===== config.mk =====
export PLATFORM = sky130hd
export DESIGN_NAME = demux4_route_fifo
export DESIGN_NICKNAME = d
export VERILOG_FILES = /design/src/rtl/demux4_route_fifo_pkg.sv /design/src/rtl/demux4_route_fifo_chan.sv /design/src/rtl/demux4_route_fifo.sv
export SDC_FILE = /design/constraint.sdc
export NUM_CORES = 1
export LEC_CHECK = 0
export ABC_AREA = 0
export CAP_MARGIN = 10
export CORE_UTILIZATION = 48
export DETAILED_ROUTE_END_ITERATION = 8
export PLACE_DENSITY = 0.76
export SYNTH_ARGS = -nofsm -noshare
export SYNTH_HDL_FRONTEND = slang
export SYNTH_HIERARCHICAL = 1
export SYNTH_SLANG_ARGS = --single-unit

===== constraint.sdc =====
create_clock -name clk -period 3.1 [get_ports clk]
set_clock_uncertainty 0.2 [all_clocks]
set_input_delay 0.31 -clock clk [delete_from_list [all_inputs] [get_ports clk]]
set_output_delay 0.31 -clock clk [all_outputs]
set_load 0.02 [all_outputs]

===== src/rtl/demux4_route_fifo_pkg.sv =====
// Shared constants for the 1:4 routing demux and its per-channel FIFOs.
// Optional transfer counters are enabled with DEMUX_STATS_EN.
package demux4_route_fifo_pkg;

    localparam int NUM_CH    = 4;
    localparam int SEL_W     = 2;

    localparam int DEF_WIDTH = 32;
    localparam int DEF_DEPTH = 2;
    localparam int DEF_CNT_W = 16;

    // Low bit of channel ch's slice in a packed NUM_CH*w bus.
    function automatic int ch_lo(input int ch, input int w);
        return ch * w;
    endfunction

endpackage


===== src/rtl/demux4_route_fifo_chan.sv =====
// One DEPTH-entry channel FIFO with head output and optional pop counter.
// DEMUX_STATS_EN adds the xfer_cnt port and its counter.
module demux_chan_fifo
    import demux4_route_fifo_pkg::*;
#(
    parameter int WIDTH = DEF_WIDTH,
    parameter int DEPTH = DEF_DEPTH
`ifdef DEMUX_STATS_EN
    ,
    parameter int CNT_W = DEF_CNT_W
`endif
)
(
    input  logic             clk,
    input  logic             rst,
    input  logic             push,
    input  logic [WIDTH-1:0] wdata,
    input  logic             ready,
    output logic             full,
    output logic             valid,
    output logic [WIDTH-1:0] head
`ifdef DEMUX_STATS_EN
    ,
    output logic [CNT_W-1:0] xfer_cnt
`endif
);

    localparam int PTR_W = (DEPTH > 1) ? $clog2(DEPTH) : 1;
    localparam int CNT_B = $clog2(DEPTH + 1);

    localparam logic [CNT_B-1:0] FULL_CNT = CNT_B'(DEPTH);
    localparam logic [CNT_B-1:0] CNT_ONE  = CNT_B'(1);
    localparam logic [PTR_W-1:0] PTR_ONE  = PTR_W'(1);

    logic [WIDTH-1:0] mem [DEPTH];
    logic [PTR_W-1:0] rptr;
    logic [PTR_W-1:0] wptr;
    logic [CNT_B-1:0] count;
    logic             do_push;
    logic             do_pop;

    assign full    = (count == FULL_CNT);
    assign valid   = (count != '0);
    assign head    = mem[rptr];
    assign do_push = push & ~full;
    assign do_pop  = valid & ready;

    always_ff @(posedge clk or posedge rst) begin
        if (rst) begin
            rptr  <= '0;
            wptr  <= '0;
            count <= '0;
        end else begin
            if (do_push)
                wptr <= wptr + PTR_ONE;
            if (do_pop)
                rptr <= rptr + PTR_ONE;
            if (do_push && !do_pop)
                count <= count + CNT_ONE;
            else if (!do_push && do_pop)
                count <= count - CNT_ONE;
        end
    end

    // Storage is deliberately left out of reset.
    always_ff @(posedge clk) begin
        if (do_push)
            mem[wptr] <= wdata;
    end

`ifdef DEMUX_STATS_EN
    localparam logic [CNT_W-1:0] XFER_ONE = CNT_W'(1);

    always_ff @(posedge clk or posedge rst) begin
        if (rst)
            xfer_cnt <= '0;
        else if (do_pop)
            xfer_cnt <= xfer_cnt + XFER_ONE;
    end
`endif

endmodule


===== src/rtl/demux4_route_fifo.sv =====
// 1:4 routing demux: one valid/ready input, four independently drained FIFOs.
// DEMUX_STATS_EN adds per-channel pop counters on xfer_cnt.
module demux4_route_fifo
    import demux4_route_fifo_pkg::*;
#(
    parameter int WIDTH = DEF_WIDTH,
    parameter int DEPTH = DEF_DEPTH
`ifdef DEMUX_STATS_EN
    ,
    parameter int CNT_W = DEF_CNT_W
`endif
)
(
    input  logic                    clk,
    input  logic                    rst,
    input  logic                    in_valid,
    output logic                    in_ready,
    input  logic [WIDTH-1:0]        in_data,
    input  logic [SEL_W-1:0]        in_sel,
    output logic [NUM_CH-1:0]       out_valid,
    input  logic [NUM_CH-1:0]       out_ready,
    output logic [NUM_CH*WIDTH-1:0] out_data
`ifdef DEMUX_STATS_EN
    ,
    output logic [NUM_CH*CNT_W-1:0] xfer_cnt
`endif
);

    logic [NUM_CH-1:0] full;
    logic [NUM_CH-1:0] push;

    // Registered full flags only: no path from out_ready to in_ready.
    assign in_ready = ~full[in_sel];

    for (genvar k = 0; k < NUM_CH; k++) begin : g_ch
        assign push[k] = in_valid & in_ready
                       & (in_sel == SEL_W'(k));

        demux_chan_fifo #(
            .WIDTH (WIDTH),
            .DEPTH (DEPTH)
`ifdef DEMUX_STATS_EN
            ,
            .CNT_W (CNT_W)
`endif
        ) u_fifo (
            .clk      (clk),
            .rst      (rst),
            .push     (push[k]),
            .wdata    (in_data),
            .ready    (out_ready[k]),
            .full     (full[k]),
            .valid    (out_valid[k]),
            .head     (out_data[ch_lo(k, WIDTH) +: WIDTH])
`ifdef DEMUX_STATS_EN
            ,
            .xfer_cnt (xfer_cnt[ch_lo(k, CNT_W) +: CNT_W])
`endif
        );
    end

endmodule

==> out/results.ini <==
[clocking]
insertion_delay_ns = 0.53
cts_tree = built
clk_pin_slew_worst_paths_ns = 0.06
cts_buffers = 28
clockBufferDepth = 3
cts.sinks = 272
clockRootBuffer = clkbuf_16
cts_resized = 0
h-tree-depth = 1

[global_routing]
grt_pass1_vias = 5435
grt_pass1_wl_mm = 31.5
grt_max_degree = 34
antenna_found_initial = 0
grt_usage_pct = 18.9
grt-ovfl-total = 0

[critical_path]
path_buf_inv = 2
startpoint_type = flop
ff2ff_setup_slack_ns = 0.80
crit_slowest_cell = dfrtp_2
worstSetupEndpointType = primary output
timing.critical_path.max_delay_family = buffers and inverters
cp_slowest_stage_delay_ns = 0.57
arrival_ns = 2.35
critPathRequiredTime_ns = 2.59
cp_max_fo = 11
rr_endpoint = g_ch[3].u_fifo/mem[1][26]
ff2ff_path_depth = 5
worstSetupPathType = flop to primary output
r2r-start = g_ch[3].u_fifo/count[0]
crit_chain = buf_4 > mux2_2 > clkdlybuf4s50_1

[die]
die_x_um = 152
io_pins = 174
die_h_um = 152
core_um2 = 21900
die_area_um2 = 23000
rows = 54
initial_core_util_pct = 49.0

[timing]
max-slew-margin-rel_pct = 68.4
finalHoldViolCount = 0
rsz0062_at_grt = no
max_freq_mhz = 350
layout_min_cycle_time_ns = 2.86
drv_slew = 0
finalSetupViolations = 0
tightest_slew_ns = 0.473
holdWs_ns = 0.170
period_share_pct = 92.1
finalWorstSetupSlack_ns = 0.244
fin_tns_setup_ns = 0

[final_layout]
finalInstanceArea_um2 = 13600
drive_above_1_share_pct = 28.4
layout_commonest_cell = edfxtp_1
syn_to_final_growth_pct = 27.1
regArea_um2 = 8090
fill_cells = 1551
fin_util_pct = 62.3
mostFrequentLayoutCells = edfxtp_1 (256), clkdlybuf4s50_1 (173), mux2_4 (116), clkbuf_16 (29), buf_4 (15)
antenna_cells = 0
multiInputGateArea_um2 = 2340
layout.nets = 740

[yosys]
yosysTopAreaCell = edfxtp_1
avgSynthCellArea_um2 = 22.0
yosys.area.top_type_share_pct = 71.7
synth_area_leaders = edfxtp_1 (72%), mux2_4 (16%), dfrtp_1 (3.7%), buf_12 (2.2%), mux2_2 (1.3%)
ys_seq_area_share_pct = 75.4
synth.cell_area_um2 = 10700
ys_warn_count = 6
syn_nets = 532
ys_types = 21
synth_seq_cells = 272
synth_cells = 487

[routing]
ant_nets = 0
wire_per_inst_um = 21.6
drt_iter0_drc = 264
drt_pre_antenna_iters = 4
drc = 0
vias = 5141
routed_wl_mm = 21.5
vias_per_cell = 5.16

[min_path]
min_to = g_ch[2].u_fifo/rptr
holdCritStartpoint = out_ready[2]
hold_path_class = input pin to flop
hold_depth = 3

[run]
cap_violations = 0

[placed_design]
hpwl_mm = 14.1
post-place-ws_ns = 0.530
placed_cell_area_um2 = 12800
io_buffers = 173
globalplace.congestion = 0.775

[pwr]
peakVddDrop_uv = 428
p_per_area_nw_per_um2 = 873
leakage_nw = 5.01

[outcome]
outcome = completed

## cell type report
| type | count | area share [%] |
|---|---|---|
| Clock inverter | 15 | 0.716 |
| Sequential cell | 272 | 59.3 |
| Timing Repair Buffer | 194 | 14.3 |
| Tap cell | 280 | 2.57 |
| Multi-Input combinational cell | 186 | 17.2 |
| Inverter | 13 | 0.358 |
| Clock buffer | 36 | 5.51 |
## worst reg2reg max path, cell delays in order (launching register included)
cell	delay (ns)
dfrtp_1	0.41
nand2b_1	0.18
inv_1	0.08
nor3b_1	0.34
and3_2	0.55
buf_12	0.24
## metal layers
metal	vias to the layer above	part of all wire, %	wire, um	GRT usage [%]
met2	220	51	11000	32.9
met3	27	7.2	1560	4.01
met1	2610	40	8660	24.1
met5	-	0	0	0
met4	0	1.5	328	4.85
li1	2284	-	-	-
## sequential cells by signal, indices dropped and copies added (netlist names)
signal	cells
g_ch.u_fifo/mem	256
g_ch.u_fifo/wptr	4
g_ch.u_fifo/count	8
g_ch.u_fifo/rptr	4
## cells in the mapped netlist (all sizes together)
master	number
mux4	1
or2	4
nor3	1
nor4b	1
buf	16
ha	4
inv	13
edfxtp	256
xor2	8
and3	4
nor2	8
nor3b	1
nand2	9
mux2	128
dfrtp	16
and4bb	1
nand2b	4
xnor2	12
## cell families after synthesis
kind of cell,Yosys count,synth area share [%]
XOR/XNOR,20,1.63
flip-flops,272,75.4
adder cells (fa/ha/maj),4,0.466
AND/OR/NAND/NOR,33,1.70
buffers and inverters,29,3.11
multiplexers,129,17.7
## how the worst max path moves through the flow
| stage | startpoint | to | slack (ns) | depth (start not counted) |
|---|---|---|---|---|
| floorplan | g_ch[0].u_fifo/count[0] | g_ch[0].u_fifo/mem[0][0] | 0.07 | 5 |
| global placement | in_sel[0] | in_ready | 0.53 | 4 |
| detailed placement | in_sel[0] | g_ch[3].u_fifo/mem[1][24] | 0.53 | 5 |
| CTS | g_ch[1].u_fifo/rptr | out_data[47] | 0.20 | 3 |
| global route | g_ch[3].u_fifo/count[0] | in_ready | 0.16 | 5 |
| finish | g_ch[1].u_fifo/rptr | out_data[47] | 0.24 | 3 |
## through the flow
step	std cells	power, mW
2_1_floorplan	487	7.55
3_3_place_gp	944	8.85
3_5_place_dp	944	8.94
4_1_cts	996	12.0
5_1_grt	996	12.4
6_report	996	11.9
## where the power goes
group          internal [mW]  total [mW]  switching, mW
Clock                   1.79        3.09           1.30
Combinational           2.18        4.23           2.05
Sequential              4.39        4.59          0.201
## timing repair
item,CTS,global route
hold buffers,1,0
buffers inserted,0,0
endpoints found under the setup margin,0,0
endpoints found under the hold margin,16,0
No activity file was read; power rests on OpenSTA's default activity.
==> RTL edit 1, RTL diff (config.mk and constraints unchanged) <==
The package constant `NUM_CH` goes from 4 to 6.
--- a/src/rtl/demux4_route_fifo_pkg.sv
+++ b/src/rtl/demux4_route_fifo_pkg.sv
@@ -2,7 +2,7 @@
 // Optional transfer counters are enabled with DEMUX_STATS_EN.
 package demux4_route_fifo_pkg;
 
-    localparam int NUM_CH    = 4;
+    localparam int NUM_CH    = 6;
     localparam int SEL_W     = 2;
 
     localparam int DEF_WIDTH = 32;
Ports: changed (resized out_data, out_ready and out_valid); port bits go from 174 to 242. The function was not compared with the original's and may differ.
==> RTL edit 1 against the original RTL <==
- worst setup slack worse by 0.070 ns
- utilization down 0.23 points
- non-clock buffer count grew 82
- sequential cell count is 136 higher
- wire length up 55%
- power is 51% higher
- synthesized area is 50% higher
- count of clock-buffer cells in the layout grew 16
- register-to-register slack worse by 0.18 ns
- final cell count increased by 50%
- die area up 49%
- critical path depth is the same
- final area rose by 49%
- largest cell class unchanged
- largest power group unchanged
==> RTL edit 1: results (changes against the original RTL) <==
outcome:
  status: "finished clean"  # unchanged
critical_path:
  r2r_cells: 7  # was 5
  cp.arrival_ns: 2.42  # was 2.35 ns
  critPathMaxStageDelay_ns: 0.66  # was 0.57 ns
  crit_fanout: 21  # was 11
detailed_routing:
  met1Wirelength_um: 14400  # was 8660 um
  met3_length_um: 2470  # was 1560 um
  drtIter0Drc: 447  # was 264
  wl_met2_um: 16100  # was 11000 um
  avgRoutedWirePerCell_um: 22.4  # was 21.6 um
  vias: 7522  # was 5141
clock_network:
  clk_pin_slew_ns: 0.06  # about the same
  clockRootBuffer: "clkbuf_16"  # unchanged
  cts_htree_levels: 2  # was 1
  cts_buffers: 41  # was 28
  insertion_delay_ns: 0.52
placed_design:
  place_area_mm2: 0.0190  # was 0.0128 mm^2
  port_buffers: 241  # was 173
  place_ws_ns: 0.438  # was 0.530 ns
  gp_congestion: 0.730  # was 0.775
  place_hpwl_um: 22100  # was 14100 um
cells_and_area:
  drive_above_1_share_pct: 29.5  # was 28.4%
  antenna_cells: 0  # unchanged
  largestRegisters: "g_ch.u_fifo/mem: 384 flops, g_ch.u_fifo/count: 12 flops"  # was g_ch.u_fifo/mem: 256 flops, g_ch.u_fifo/count: 8 flops
  nets: 1069  # was 740
global_routing:
  grt_pass1_vias: 7779  # was 5435
  antenna_found_initial: 0  # unchanged
  track_usage_pct: 19.8  # was 18.9%
  grt_pass1_wl_um: 48800  # was 31500 um
min_path:
  hp-class: "in -> reg"  # unchanged
power:
  p_leak_nw: 7.45  # was 5.01 nW
  vdd_ir_drop_max_mv: 0.540  # was 0.428 mV
synthesis:
  syn_nets: 774  # was 532
  synthCells: 725  # was 487
die:
  die_area_mm2: 0.0342  # was 0.0230 mm^2
sta:
  slew_headroom_pct: 56.3  # was 68.4%
RTL edit 1: repair_timing:
action                                 4_1_cts  5_1_grt
endpoints found under the hold margin        7        0
resized for setup                            0        0
buffers inserted                             0        0
hold buffers                                 1        0
RTL edit 1: cell type report:
class | count | area [um^2]
clock buffer | 52 | 1120
sequential | 408 | 12100
inverter | 17 | 63.8
timing repair buffer | 276 | 2750
tap | 442 | 553
clock inverter | 23 | 186
multi-input combinational | 276 | 3480
fill | 2287 | 12400
RTL edit 1: tightest hold or removal path: stages:
cell	delay, ns
clkdlybuf4s50_1	0.41
nand2_2	0.07
xnor2_1	0.06
RTL edit 1: metal layers:
layer / global-route usage, % / up-vias
met2: 33.0 / 248
met5: 0 / -
li1: - / 3383
met1: 25.9 / 3854
met3: 5.39 / 37
met4: 4.17 / 0
RTL edit 1: final timing paths:
| path | start | end | slack [ns] |
|---|---|---|---|
| max reg2reg | g_ch[0].u_fifo/count[0]$_DFFE_PP0P_ | g_ch[0].u_fifo/mem[0][23]$_DFFE_PP_ | 0.62 |
| min in group asynchronous | rst | g_ch[2].u_fifo/count[0]$_DFFE_PP0P_ | 0.58 |
| max in group asynchronous | rst | g_ch[4].u_fifo/rptr$_DFFE_PP0P_ | 1.93 |
| max | g_ch[0].u_fifo/rptr$_DFFE_PP0P_ | out_data[10] | 0.17 |
| min reg2reg | g_ch[3].u_fifo/count[1]$_DFFE_PP0P_ | g_ch[3].u_fifo/count[1]$_DFFE_PP0P_ | 0.30 |
| min | out_ready[1] | g_ch[1].u_fifo/rptr$_DFFE_PP0P_ | 0.17 |
RTL edit 1: metrics by stage:
stage | hold slack [ns] | power, mW | cells | utilization (%)
2_1_floorplan | -0.124 | 11.3 | 725 | -
3_3_place_gp | 0.272 | 13.3 | 1418 | 58.0
3_5_place_dp | 0.286 | 13.4 | 1418 | 58.0
4_1_cts | 0.157 | 18.2 | 1494 | 62.1
5_1_grt | 0.211 | 18.7 | 1494 | 62.1
6_report | 0.173 | 18.0 | 1494 | 62.1
RTL edit 1: power by group:
part           internal, mW  switching [mW]  leakage [nW]
Sequential             6.59           0.297          3.75
Clock                  2.81            1.95         0.647
Combinational          3.23            3.13          3.05
Total                  12.6            5.38          7.45
==> RTL edit 2, RTL diff (same settings) <==
Made on the original files. Add a define of `DEMUX_STATS_EN`.
--- a/src/rtl/demux4_route_fifo_chan.sv
+++ b/src/rtl/demux4_route_fifo_chan.sv
@@ -1,5 +1,7 @@
 // One DEPTH-entry channel FIFO with head output and optional pop counter.
 // DEMUX_STATS_EN adds the xfer_cnt port and its counter.
+`define DEMUX_STATS_EN
+
 module demux_chan_fifo
     import demux4_route_fifo_pkg::*;
 #(
Function (old outputs only; new: xfer_cnt): kept (equiv_simple and equiv_induct, registers matched by name and starting in step).
==> RTL edit 2 against the original RTL <==
- clock power rose by 36%
- wire length is 29% higher
- final cell count increased by 37%
- final area increased by 26%
- sequential cell count grew 64
- synthesized area grew 22%
- die area is 21% higher
- non-clock buffer count is 59 higher
- via count up 39%
- worst hold slack improved by 0.0034 ns
- power grew 23%
- sequential share of layout area is 2.8 points lower
- worst setup slack worse by 0.031 ns
==> RTL edit 2: results (changes against the original RTL) <==
outcome:
  status: "finished clean"  # unchanged
synthesis:
  ys_async_sr_fraction_pct: 23.8  # was 5.88%
  synthFlopType: "edfxtp_1"  # unchanged
  synth_area_leaders: "edfxtp_1 59%, dfrtp_1 15%, mux2_2 11%"  # was edfxtp_1 72%, mux2_4 16%, dfrtp_1 3.7%
  synth_fa_ha_area_share_pct: 0.768  # was 0.466%
  yosysUniqueCellTypes: 27  # was 21
  ys_seq_area_share_pct: 74.3  # was 75.4%
  avgSynthCellArea_um2: 17.7  # was 22.0 um^2
  syn_nets: 784  # was 532
  synthXorXnorAreaFrac_pct: 5.37  # was 1.63%
  netlist_top_cells_count: "256 x edfxtp_1, 128 x mux2_2, 80 x dfrtp_1"  # was 256 x edfxtp_1, 116 x mux2_4, 16 x dfrtp_1
  synth.area.mux_share_pct: 11.2  # was 17.7%
  synth_compound_area_share_pct: 0.230  # was 0%
clock_network:
  cts_buffers: 36  # was 28
  cts_htree_levels: 2  # was 1
  insertion_delay_ns: 0.50  # was 0.53 ns
cells_and_area:
  nets: 1055  # was 740
  drive_above_1_share_pct: 22.6  # was 28.4%
  antenna_cells: 0  # unchanged
  area_growth_pct: 31.5  # was 27.1%
  fin_cells: 1367  # was 996
  largestRegisters: "g_ch.u_fifo/mem: 256 flops, g_ch.u_fifo/xfer_cnt: 64 flops, g_ch.u_fifo/count: 8 flops"  # was g_ch.u_fifo/mem: 256 flops, g_ch.u_fifo/count: 8 flops
  num-fill-cells: 1827  # was 1551
critical_path:
  crit_fanout: 19  # was 11
  r2r_cells: 5  # unchanged
  rr_endpoint: "g_ch[1].u_fifo/mem[1][28]$_DFFE_PP_"  # was g_ch[3].u_fifo/mem[1][26]$_DFFE_PP_
  reg2reg_slack_ns: 0.78  # was 0.80 ns
  cp.arrival_ns: 2.38  # was 2.35 ns
  reg2reg_from: "g_ch[1].u_fifo/count[0]$_DFFE_PP0P_"  # was g_ch[3].u_fifo/count[0]$_DFFE_PP0P_
sta:
  finalHoldViolCount: 0  # unchanged
  worstMarginPinSlew_ns: 0.841  # was 0.473 ns
  whs_ns: 0.173  # was 0.170 ns
global_routing:
  grt_pass1_vias: 7394  # was 5435
  grt_max_degree: 33  # was 34
  antenna_found_initial: 0  # unchanged
  grt_pass1_wl_um: 42800  # was 31500 um
  track_usage_pct: 20.1  # was 18.9%
placed_design:
  dp.cells: 1303  # was 944
  place_area_mm2: 0.0160  # was 0.0128 mm^2
  port_buffers: 237  # was 173
  place_ws_ns: 0.509  # was 0.530 ns
  place_hpwl_um: 18100  # was 14100 um
  gp_congestion: 0.755  # was 0.775
detailed_routing:
  drtIter0Drc: 400  # was 264
  vias: 7142  # was 5141
  avgRoutedWirePerCell_um: 20.3  # was 21.6 um
min_path:
  hp-class: "in -> async"  # was in -> reg
power:
  p_leak_nw: 6.26  # was 5.01 nW
  vdd_ir_drop_max_mv: 0.701  # was 0.428 mV
  swShare_pct: 30.7  # was 29.8%
## RTL edit 2: cell count changes in the layout (fill, tap and decap cells not counted), sizes merged, moves of 8 or more
cell	before	now
clkbuf	36	48
clkdlybuf4s50	173	237
dfrtp	16	80
inv	14	26
nand2	9	37
nand3	0	16
nand4	0	12
nor2	8	16
nor3	1	9
nor4	0	16
xnor2	12	40
xor2	8	40
## RTL edit 2: routing by layer
| layer | part of all wire (%) | vias to the layer above | GRT usage [%] |
|---|---|---|---|
| met5 | 0 | - | 0 |
| met1 | 43 | 3622 | 26.0 |
| li1 | - | 3265 | - |
| met2 | 47 | 211 | 33.2 |
| met4 | 2.1 | 0 | 5.27 |
| met3 | 7.1 | 44 | 5.66 |
## RTL edit 2: timing repair
| action | in CTS | in global routing |
|---|---|---|
| buffers inserted | 0 | 0 |
| setup endpoints to repair | 0 | 14 |
| gates resized for setup | 0 | 1 |
## RTL edit 2: worst max-delay path by stage
| stage | to | start | slack (ns) |
|---|---|---|---|
| 4_1_cts | out_data[111] | g_ch[3].u_fifo/rptr$_DFFE_PP0P_ | 0.02 |
| 2_1_floorplan | g_ch[0].u_fifo/mem[0][0]$_DFFE_PP_ | g_ch[0].u_fifo/count[0]$_DFFE_PP0P_ | 0.05 |
| 3_3_place_gp | in_ready | in_sel[0] | 0.52 |
| 6_report | out_data[65] | g_ch[2].u_fifo/rptr$_DFFE_PP0P_ | 0.21 |
| 3_5_place_dp | in_ready | in_sel[0] | 0.51 |
| 5_1_grt | out_data[65] | g_ch[2].u_fifo/rptr$_DFFE_PP0P_ | 0.09 |
## RTL edit 2: final cells by class
type | instances | share of cell area (%)
Clock inverter | 16 | 0.977
Multi-Input combinational cell | 354 | 18.6
Sequential cell | 336 | 56.5
Timing Repair Buffer | 253 | 15.0
Clock buffer | 48 | 5.88
Tap cell | 335 | 2.44
Inverter | 25 | 0.547
## RTL edit 2: power by group through the flow
stage	Sequential (mW)	Clock [mW]	Combinational [mW]
after global placement	6.07	0	4.44
after floorplan	5.97	0	2.49
final	6.01	4.21	4.47
after detailed placement	6.10	0	4.50
after global routing	6.08	4.50	4.72
after CTS	6.01	4.30	4.52
## RTL edit 2: cell families after synthesis
| group | after synthesis |
|---|---|
| DFF | 336 |
| and+or+nand+nor | 133 |
| xor gates and xnor gates | 80 |
| AOI/OAI and AO/OA | 4 |
| adders and majority gates | 8 |
| muxes | 129 |
| buffers and inverters | 45 |
## RTL edit 2: critical path, stage by stage, from the launching register on
cell             delay, ns
dfrtp_2               0.66
buf_12                0.25
mux2_2                0.35
clkdlybuf4s50_1       0.61
